$ cat src/rtl/extensor_parametrizado_if.sv
// Producer/consumer handshake bundle for the immediate extender.
// The extender takes the slave side; whoever drives entrada and consumes saida takes master.
interface extensor_parametrizado_if #(
  parameter int LARGURA_ENTRADA = 2,
  parameter int LARGURA_SAIDA   = 8,
  parameter int PROFUNDIDADE    = 2
);
  localparam int OCW = $clog2(PROFUNDIDADE + 1);

  logic [LARGURA_ENTRADA-1:0] entrada;
  logic [1:0]                 modo;
  logic                       entrada_valida;
  logic                       entrada_pronta;
  logic [LARGURA_SAIDA-1:0]   saida;
  logic                       saida_valida;
  logic                       saida_pronta;
  logic [OCW-1:0]             ocupacao;

  modport slave (
    input  entrada, modo, entrada_valida, saida_pronta,
    output entrada_pronta, saida, saida_valida, ocupacao
  );

  modport master (
    output entrada, modo, entrada_valida, saida_pronta,
    input  entrada_pronta, saida, saida_valida, ocupacao
  );
endinterface

$ cat src/rtl/extensor_parametrizado.sv
// Immediate-field extender (sign / zero / branch offset / upper) feeding a small FIFO.
// The word is converted when it is pushed; the buffer only stores finished words.
//
//   state   | meaning
//   VAZIO   | no words buffered, saida forced to 0
//   PARCIAL | 0 < ocupacao < PROFUNDIDADE, push and pop both allowed
//   CHEIO   | ocupacao = PROFUNDIDADE, producer is stalled
module extensor_parametrizado #(
  parameter int LARGURA_ENTRADA = 2,
  parameter int LARGURA_SAIDA   = 8,
  parameter int PROFUNDIDADE    = 2
) (
  input  logic                        clock,
  input  logic                        resetn,
  extensor_parametrizado_if.slave     bus
);
  localparam int LE  = LARGURA_ENTRADA;
  localparam int LS  = LARGURA_SAIDA;
  localparam int PW  = (PROFUNDIDADE > 1) ? $clog2(PROFUNDIDADE) : 1;
  localparam int OCW = $clog2(PROFUNDIDADE + 1);
  localparam logic [PW-1:0]  ULTIMO = PW'(PROFUNDIDADE - 1);
  localparam logic [OCW-1:0] CHEIO_N = OCW'(PROFUNDIDADE);

  typedef enum logic [1:0] {VAZIO, PARCIAL, CHEIO} estado_t;

  estado_t         estado_q, estado_d;
  logic [OCW-1:0]  ocup_q, ocup_d;
  logic [PW-1:0]   wr_q, wr_d;
  logic [PW-1:0]   rd_q, rd_d;
  logic [LS-1:0]   mem_q [PROFUNDIDADE];

  logic [LS-1:0]   sinal;
  logic [LS-1:0]   estendido;
  logic            pronta, valido, push, pop;
  logic [LS-1:0]   saida;

  // Non-power-of-two depths need an explicit wrap rather than natural overflow.
  function automatic logic [PW-1:0] prox(input logic [PW-1:0] p);
    return (p == ULTIMO) ? '0 : p + PW'(1);
  endfunction

  always_comb begin
    sinal     = {{(LS-LE){bus.entrada[LE-1]}}, bus.entrada};
    estendido = '0;
    case (bus.modo)
      2'b00:   estendido = sinal;
      2'b01:   estendido = {{(LS-LE){1'b0}}, bus.entrada};
      2'b10:   estendido = sinal << 1;
      default: estendido = {bus.entrada, {(LS-LE){1'b0}}};
    endcase
  end

  always_comb begin
    pronta   = resetn && (estado_q != CHEIO);
    valido   = (estado_q != VAZIO);
    push     = bus.entrada_valida && pronta;
    pop      = valido && bus.saida_pronta;
    saida    = valido ? mem_q[rd_q] : '0;
    ocup_d   = ocup_q;
    wr_d     = wr_q;
    rd_d     = rd_q;
    estado_d = estado_q;
    if (push) wr_d = prox(wr_q);
    if (pop)  rd_d = prox(rd_q);
    case ({push, pop})
      2'b10:   ocup_d = ocup_q + OCW'(1);
      2'b01:   ocup_d = ocup_q - OCW'(1);
      default: ocup_d = ocup_q;
    endcase
    if (ocup_d == '0)          estado_d = VAZIO;
    else if (ocup_d == CHEIO_N) estado_d = CHEIO;
    else                       estado_d = PARCIAL;
  end

  always_ff @(posedge clock or negedge resetn) begin
    if (!resetn) begin
      estado_q <= VAZIO;
      ocup_q   <= '0;
      wr_q     <= '0;
      rd_q     <= '0;
    end else begin
      estado_q <= estado_d;
      ocup_q   <= ocup_d;
      wr_q     <= wr_d;
      rd_q     <= rd_d;
    end
  end

  // Storage needs no reset: anything stale is masked while the buffer is empty.
  always_ff @(posedge clock) begin
    if (push) mem_q[wr_q] <= estendido;
  end

  assign bus.entrada_pronta = pronta;
  assign bus.saida_valida   = valido;
  assign bus.saida          = saida;
  assign bus.ocupacao       = ocup_q;
endmodule

$ cat src/flat_wrapper.sv
// flat-port wrapper written by rule: the top's interface ports become plain ports
module extensor_parametrizado_flat 
#(
  parameter int LARGURA_ENTRADA = 2,
  parameter int LARGURA_SAIDA   = 8,
  parameter int PROFUNDIDADE    = 2
)
  (clock, resetn, bus_entrada, bus_modo, bus_entrada_valida, bus_saida_pronta, bus_entrada_pronta, bus_saida, bus_saida_valida, bus_ocupacao);
  extensor_parametrizado_if #(.LARGURA_ENTRADA(LARGURA_ENTRADA), .LARGURA_SAIDA(LARGURA_SAIDA), .PROFUNDIDADE(PROFUNDIDADE)) bus_i ();
  input  logic clock;
  input  logic resetn;
  input wire logic [$bits(bus_i.entrada)-1:0] bus_entrada;
  input wire logic [$bits(bus_i.modo)-1:0] bus_modo;
  input wire logic [$bits(bus_i.entrada_valida)-1:0] bus_entrada_valida;
  input wire logic [$bits(bus_i.saida_pronta)-1:0] bus_saida_pronta;
  output wire logic [$bits(bus_i.entrada_pronta)-1:0] bus_entrada_pronta;
  output wire logic [$bits(bus_i.saida)-1:0] bus_saida;
  output wire logic [$bits(bus_i.saida_valida)-1:0] bus_saida_valida;
  output wire logic [$bits(bus_i.ocupacao)-1:0] bus_ocupacao;
  assign bus_i.entrada = bus_entrada;
  assign bus_i.modo = bus_modo;
  assign bus_i.entrada_valida = bus_entrada_valida;
  assign bus_i.saida_pronta = bus_saida_pronta;
  assign bus_entrada_pronta = bus_i.entrada_pronta;
  assign bus_saida = bus_i.saida;
  assign bus_saida_valida = bus_i.saida_valida;
  assign bus_ocupacao = bus_i.ocupacao;
  extensor_parametrizado #(.LARGURA_ENTRADA(LARGURA_ENTRADA), .LARGURA_SAIDA(LARGURA_SAIDA), .PROFUNDIDADE(PROFUNDIDADE)) u_core (.clock(clock), .resetn(resetn), .bus(bus_i));
endmodule
$ cat config.mk
export PLATFORM = sky130hd
export DESIGN_NAME = extensor_parametrizado_flat
export DESIGN_NICKNAME = d
export VERILOG_FILES = /design/src/rtl/extensor_parametrizado_if.sv /design/src/rtl/extensor_parametrizado.sv /design/src/flat_wrapper.sv
export SDC_FILE = /design/constraint.sdc
export NUM_CORES = 1
export LEC_CHECK = 0
export BUFFER_PORTS_ARGS = -buffer_cell sky130_fd_sc_hd__buf_2
export CAP_MARGIN = 20
export CORE_MARGIN = 10
export CORE_UTILIZATION = 48
export DETAILED_ROUTE_END_ITERATION = 8
export PLACE_DENSITY = 0.74
export REMOVE_ABC_BUFFERS = 1
export SLEW_MARGIN = 20
export SYNTH_ARGS = -nofsm -noshare
export SYNTH_HDL_FRONTEND = slang
export SYNTH_SLANG_ARGS = --single-unit
$ cat constraint.sdc
create_clock -name clock -period 1.8 [get_ports clock]
set_input_delay 0.36 -clock clock [delete_from_list [all_inputs] [get_ports clock]]
set_output_delay 0.36 -clock clock [all_outputs]
set_load 0.05 [all_outputs]
Yosys cells after proc, flatten, opt, wreduce, memory -nomap -nowiden --
Memory sizes are Yosys's and may differ from the RTL's. Cells that the tools add are included.
Cells by class: add/subtract/negate cells 4, eq/ne operators 6, multiplexer cells 9, reduce and logical (&&, ||, !) cells 6
Operator list (number):
- 8-bit one-hot mux with 3 select lines | 1
- 8-bit two-way mux | 1
- 2-bit == test (second input constant) | 3
- 2-bit by 1-bit == test with 1-bit output (second input constant) | 2
- 2-bit logical NOT | 2
- 1-bit two-way mux | 4
- 2-bit two-way mux | 2
- 2-bit one-hot mux with 2 select lines | 1
- 1-bit logical AND | 3
- 1-bit adder (second input constant) | 2
- 2-bit by 1-bit adder with 2-bit output (second input constant) | 1
- 2-bit != test (second input constant) | 1
- 2-bit nonzero test | 1
- 2-bit by 1-bit subtractor with 2-bit output (second input constant) | 1
Word-level totals: flip-flop bits (word level) 6, bits in writable memories 16, output and inout port bits 12, word-level logic and storage cells 30, memories kept 1
Memory list:
- u_core.mem_q | depth 2, bits a word 8, rd ports 1, clocked after Yosys merged registers in 0, wr ports 1, RTL line extensor_parametrizado.sv:30 | logic [LS-1:0] mem_q [PROFUNDIDADE];

Logic depth before layout (Yosys ltp) --
Gate-level depths: netlist of the first run.
depth after elaboration 8, depth in mapped cells 6, mapped depth without buffers 6

Least setup slack after synthesis of the first run --
No wires, ideal clock.
path type reg-to-output, from register u_core.rd_q, to output port bus_saida[3], arrival time 1.701 ns, slack -0.261 ns, cell stages (with the launch flop) 5, path buffers 2, path through dfrtp_1 -> buf_2 -> mux2i_1 -> nor2_1 -> buf_4
Between the ends: longest elaborated chain between the ends 2
RTL lines:
- start, declared | RTL line extensor_parametrizado.sv:29 | logic [PW-1:0] rd_q, rd_d;
- start signal, assigned | RTL line extensor_parametrizado.sv:85 | rd_q <= rd_d;
- memory 2 x 8 bit
- 8-bit two-way mux | RTL line extensor_parametrizado.sv:58 | saida = valido ? mem_q[rd_q] : '0;
- end, declared | RTL line flat_wrapper.sv:17 | output wire logic [$bits(bus_i.saida)-1:0] bus_saida;
No other way between the ends.

==> reports/metrics.csv, run 1 <==
metric;value;unit
status;finished clean;
clock skew;0.005818;ns
WL final;1386;um
Die H;58.28;um
Syn. warnings;0;
ratio of cells with drive above 1 in the final layout;0.3766;
Gate Count Post-Synth;57;
cts bufs inserted;3;
antenna violations before repair;0;
Post-Synth Simple-Gate Area;0.1299;
Final Setup Violations;0;
First-pass DRT Iterations;4;
final hold slack;0.4129;ns
Fin. Hold Viols;0;
I/O Pins;20;
fin nets;87;
die width;58.28;um
Core Box Area;1334;um^2
postcts setup bufs;0;
Yosys top cell by area;edfxtp_1;
first-pass GRT wire length;2249;um
post-synth top area share;0.4270;
routed via count;462;
number of placed instances, taps included;87;
Area contributors post-synth;edfxtp_1 43%, dfrtp_1 18%, mux2i_1 7.1%;
Syn Area/Cell;12.34;um^2
Critical Path, Cell by Cell;nor2_2, buf_4, nor2_1, buf_2;
Crit. Startpoint;u_core.bus.ocupacao[0];
# clock sinks;15;
Layout fillers;107;
CP startpoint kind;register;
vias in the first global route;439;
Critical R2R Launch;u_core.bus.ocupacao[0];
register area share after synthesis;0.6050;
Clk pin slew, worst setup/hold paths;0.09;ns
Fmax;582.0;MHz
worst setup path class;register to primary output;
slowest CP cell;dfrtp_2;
Hold Crit Start;bus_modo[0];
synthesized area;703.2;um^2
Total Routing Usage GR;0.08633;
ANT nets after route;0;
Remaining Overflow, GRT;0;
total of max-cap violations;0;
H-tree levels;1;
Layout area overhead;21.71;%
CTS max path bufs;2;
clk root buf;clkbuf_4;
synth unique cells;23;
most frequent cells in the layout;15 x buf_2, 10 x edfxtp_1, 7 x nor2_1;
part of the cycle the worst path needs;0.9546;
vias per cell;5.022;
data required time of the critical path;1.44;ns
HPWL Detailed;1018;um
largest net degree at the start of global routing;9;
adder-cell share of the synthesized area;0.01779;
Rows;13;
CTS tree;yes;
post-synthesis compound-gate area fraction;0.03559;
drt first-iter violations;7;
non-filler cells, final;92;
Final min period;1.718;ns
Slew @ Worst Pin;0.4370;ns
min-delay worst type;input port to register;
number of synthesized register bits;15;
CP Max Fanout;7;
number of port buffers;19;
initial core utilization;0.5272;
largest family of logic cells by synthesized area;simple AND/OR/NAND/NOR gates;
Worst slew margin;0.7076;
Die ar.;3396;um^2
XOR/XNOR share of the synthesized area;0.07473;
routability congestion estimate;0.7535;
crit-path max cell delay;0.45;ns
mux share of post-synthesis cell area;0.07117;
Skew-Pair Late Insertion Delay;0.29;ns
DRC;0;
routed len/inst;15.07;um
CP endpoint kind;primary output;
# diodes;0;
Worst EP arrival;1.36;ns
commonest non-fill, non-tap cell in the layout;buf_2;
Max Slew Vio Count;0;
metal layers:
| metal | track usage | part of all wire | vias to the layer above |
|---|---|---|---|
| li1 | - | - | 230 |
| met1 | 0.1046 | 0.44 | 213 |
| met2 | 0.1229 | 0.47 | 14 |
| met3 | 0.01743 | 0.053 | 5 |
| met4 | 0.08054 | 0.037 | 0 |
| met5 | 0 | 0 | - |
state kept, by name, summed over array words and instances (netlist names):
name and flops:
u_core.bus.ocupacao 2, u_core.rd_q 1, u_core.wr_q 1, u_core.mem_q 10, u_core.estado_q 1
cells in the mapped netlist, drive strengths merged:
cell type and count:
a21oi 1, or2b 1, o21ai 1, nand2b 1, inv 3, nor2 9, and2 1, mux2i 5
buf 5, nand2 1, a31o 1, dfrtp 5, edfxtp 10, nor2b 2, xor2 3, xnor2 3
nand3 1, ha 1, nand3b 1, and3 1, o22ai 1
path summary, 6_finish.rpt:
kind	endpoint	slack, ns	depth (start not counted)
setup / recovery	bus_saida[7]	0.08	4
hold / removal	u_core.mem_q[0][5]	0.41	2
setup reg to reg	u_core.estado_q[1]	0.26	5
hold reg to reg	u_core.wr_q	0.50	1
max in group asynchronous	u_core.bus.ocupacao[0]	1.11	2
min in group asynchronous	u_core.wr_q	0.48	2
critical path: cells and delay by family (launching register included):
family | cells | cell delay (ns)
buffers and inverters | 2 | 0.43
DFF | 1 | 0.45
and+or+nand+nor | 2 | 0.19
per-stage QoR:
stage	cell area (um^2)	utilization	setup TNS [ns]	setup slack, ns
after detailed placement	789.5	0.5919	0	0.2251
after floorplan	668.1	-	-9.674	-2.016
after global routing	855.8	0.6417	-0.004406	-0.003403
after CTS	837.1	0.6276	-0.02487	-0.008855
final	855.8	0.6417	0	0.08175
after global placement	789.5	0.5919	0	0.2808
area by class of cell:
class / instances / area (um^2) / area share
clock buffer: 4 / 26.28 / 0.03070
inverter: 3 / 11.26 / 0.01316
multi-input combinational: 34 / 241.5 / 0.2822
sequential: 15 / 427.9 / 0.5000
tap: 15 / 18.77 / 0.02193
timing repair buffer: 21 / 130.1 / 0.1520
logic make-up (layout without fill, tap and decap cells):
logic type | count (synthesis) | after routing
muxes | 5 | 5
xor gates and xnor gates | 6 | 6
AOI/OAI and AO/OA | 4 | 4
buffers and inverters | 8 | 28
and+or+nand+nor | 18 | 18
adders and majority gates | 1 | 1
DFF | 15 | 15
timing repair:
| item | CTS | global route |
|---|---|---|
| resized for setup | 5 | 6 |
| pin swaps | 0 | 0 |
| hold buffers | 1 | 0 |
| hold endpoints to repair | 5 | 0 |
| setup endpoints to repair | 5 | 6 |
Power of run 1 is left out: the tool's default activity adds up to more than one toggle a clock period on the data nets, which glitch-free logic cannot reach.
==> inputs of run 2 (changes only) <==
--- a/config.mk
+++ b/config.mk
@@ -5,7 +5,7 @@
 export SDC_FILE = /design/constraint.sdc
 export NUM_CORES = 1
 export LEC_CHECK = 0
-export BUFFER_PORTS_ARGS = -buffer_cell sky130_fd_sc_hd__buf_2
+export BUFFER_PORTS_ARGS = -buffer_cell sky130_fd_sc_hd__buf_4
 export CAP_MARGIN = 20
 export CORE_MARGIN = 10
 export CORE_UTILIZATION = 48
==> run 2 against run 1 <==
Fmax decreased by 0.54%. Register-to-register slack better by 0.04 ns. Worst hold slack lost 0.0027 ns. Design area is 3.4% higher. Global-route usage down 0.87 points. Via count shrank 4.5%. Highest routed layer unchanged. Cell count is the same. First-iteration DRC count decreased by 14%. Sequential share of layout area shrank 1.6 points. Critical path depth unchanged.
==> reports/metrics.csv, run 2 (synthesized netlist as in run 1, its figures left out) <==
metric;value;unit;change
Final min period;1.728;ns;was 1.718 ns
clock skew;0.001966;ns;was 0.005818 ns
max FFs per register;10;;unchanged
Fin. Hold Viols;0;;unchanged
# diodes;0;;unchanged
Post-Place Worst Slack;0.2416;ns;was 0.2251 ns
First-pass DRT Iterations;2;;was 4
Reg with most FFs;u_core.mem_q;;unchanged
Fmax;578.9;MHz;was 582.0 MHz
CP endpoint kind;primary output;;unchanged
drt first-iter violations;6;;was 7
CP Max Fanout;7;;unchanged
crit-path max cell delay;0.54;ns;was 0.45 ns
CP startpoint kind;input port;;was register
routability congestion estimate;0.7522;;was 0.7535
CTS tree;yes;;unchanged
I/O Pins;20;;unchanged
ratio of cells with drive above 1 in the final layout;0.3766;;unchanged
most frequent cells in the layout;19 x buf_4, 10 x edfxtp_1, 8 x nor2_1;;was 15 x buf_2, 10 x edfxtp_1, 7 x nor2_1
slowest CP cell;dlygate4sd3_1;;was dfrtp_2
Die H;58.28;um;unchanged
commonest non-fill, non-tap cell in the layout;buf_4;;was buf_2
WL final;1260;um;was 1386 um
part of the cycle the worst path needs;0.9598;;was 0.9546
routed via count;441;;was 462
Rows;13;;unchanged
Core Box Area;1334;um^2;unchanged
setup slack after layout;0.07245;ns;was 0.08175 ns
CTS max path bufs;2;;unchanged
antenna violations before repair;0;;unchanged
fin nets;87;;unchanged
Clk pin slew, worst setup/hold paths;0.08;ns;was 0.09 ns
Critical Path, Cell by Cell;dlygate4sd3_1, buf_4, and2_4, buf_6;;was nor2_2, buf_4, nor2_1, buf_2
min-delay worst type;input port to register;;unchanged
initial core utilization;0.5272;;unchanged
worst setup path class;input port to primary output;;was register to primary output
RSZ-0062 raised after global routing;true;;
number of port buffers;19;;unchanged
Layout area overhead;25.80;%;was 21.71%
post-route design area;884.6;um^2;was 855.8 um^2
DRC;0;;unchanged
Remaining Overflow, GRT;0;;unchanged
Die ar.;3396;um^2;unchanged
data required time of the critical path;1.44;ns;about the same
Total Routing Usage GR;0.07760;;was 0.08633
clk root buf;clkbuf_4;;unchanged
routed len/inst;13.70;um;was 15.07 um
H-tree levels;1;;unchanged
# clock sinks;15;;unchanged
Worst slew margin;0.7136;;was 0.7076
Worst EP arrival;1.37;ns;was 1.36 ns
total of max-cap violations;0;;unchanged
placed inst area;837.1;um^2;was 789.5 um^2
Final Setup Violations;0;;unchanged
Max Slew Vio Count;0;;unchanged
final hold slack;0.4102;ns;was 0.4129 ns
Slew @ Worst Pin;0.4280;ns;was 0.4370 ns
largest net degree at the start of global routing;9;;unchanged
die width;58.28;um;unchanged
status;finished clean;;unchanged
vias in the first global route;451;;was 439
first-pass GRT wire length;2076;um;was 2249 um
vias per cell;4.793;;was 5.022
Skew-Pair Late Insertion Delay;0.27;ns;was 0.29 ns
HPWL Detailed;1012;um;was 1018 um
postcts setup bufs;0;;unchanged
ANT nets after route;0;;unchanged
cts bufs inserted;3;;unchanged
run 2: cell counts in the layout (fill, tap and decap cells not counted):
Identical to the previous run, type by type.
run 2: critical path, delay by kind of cell:
family	cells	cell delay (ns)
simple gates	1	0.14
buf+inv	3	0.86
run 2: per-layer routing:
| layer | GRT usage | part of all wire | up-vias |
|---|---|---|---|
| li1 | - | - | 230 |
| met1 | 0.09352 | 0.48 | 198 |
| met2 | 0.1153 | 0.45 | 11 |
| met3 | 0.01743 | 0.054 | 2 |
| met4 | 0.06040 | 0.021 | 0 |
| met5 | 0 | 0 | - |
run 2: final cells by class:
class                           count  area, um^2
Sequential cell                    15       427.9
Inverter                            3       11.26
Tap cell                           15       18.77
Multi-Input combinational cell     34       236.5
Timing Repair Buffer               21       163.9
Clock buffer                        4       26.28
Fill cell                         109       449.2
run 2: worst paths after layout:
| kind | to | startpoint | slack (ns) | cells after the start |
|---|---|---|---|---|
| worst max-delay path | bus_entrada_pronta | resetn | 0.07 | 4 |
| worst min-delay path | u_core.mem_q[0][0] | bus_modo[1] | 0.41 | 2 |
| worst min register to register | u_core.wr_q | u_core.wr_q | 0.51 | 1 |
| worst max register to register | u_core.estado_q[1] | u_core.bus.ocupacao[0] | 0.30 | 5 |
| max in group asynchronous | u_core.bus.ocupacao[0] | resetn | 1.23 | 2 |
| min in group asynchronous | u_core.bus.ocupacao[1] | resetn | 0.44 | 2 |
run 2: what timing repair did:
action / in CTS / in global routing
hold endpoints to repair: 5 / 0
resized for setup: 1 / 4
hold buffers: 1 / 0
endpoints found under the setup margin: 4 / 5
run 2: per-stage QoR:
| step | utilization | cells | setup TNS [ns] |
|---|---|---|---|
| after CTS | 0.6557 | 92 | 0 |
| after global placement | 0.6276 | 87 | 0 |
| final | 0.6632 | 92 | 0 |
| after detailed placement | 0.6276 | 87 | 0 |
| after floorplan | - | 52 | -9.674 |
| after global routing | 0.6632 | 92 | -0.001041 |
Power of run 2 is left out for the same reason.
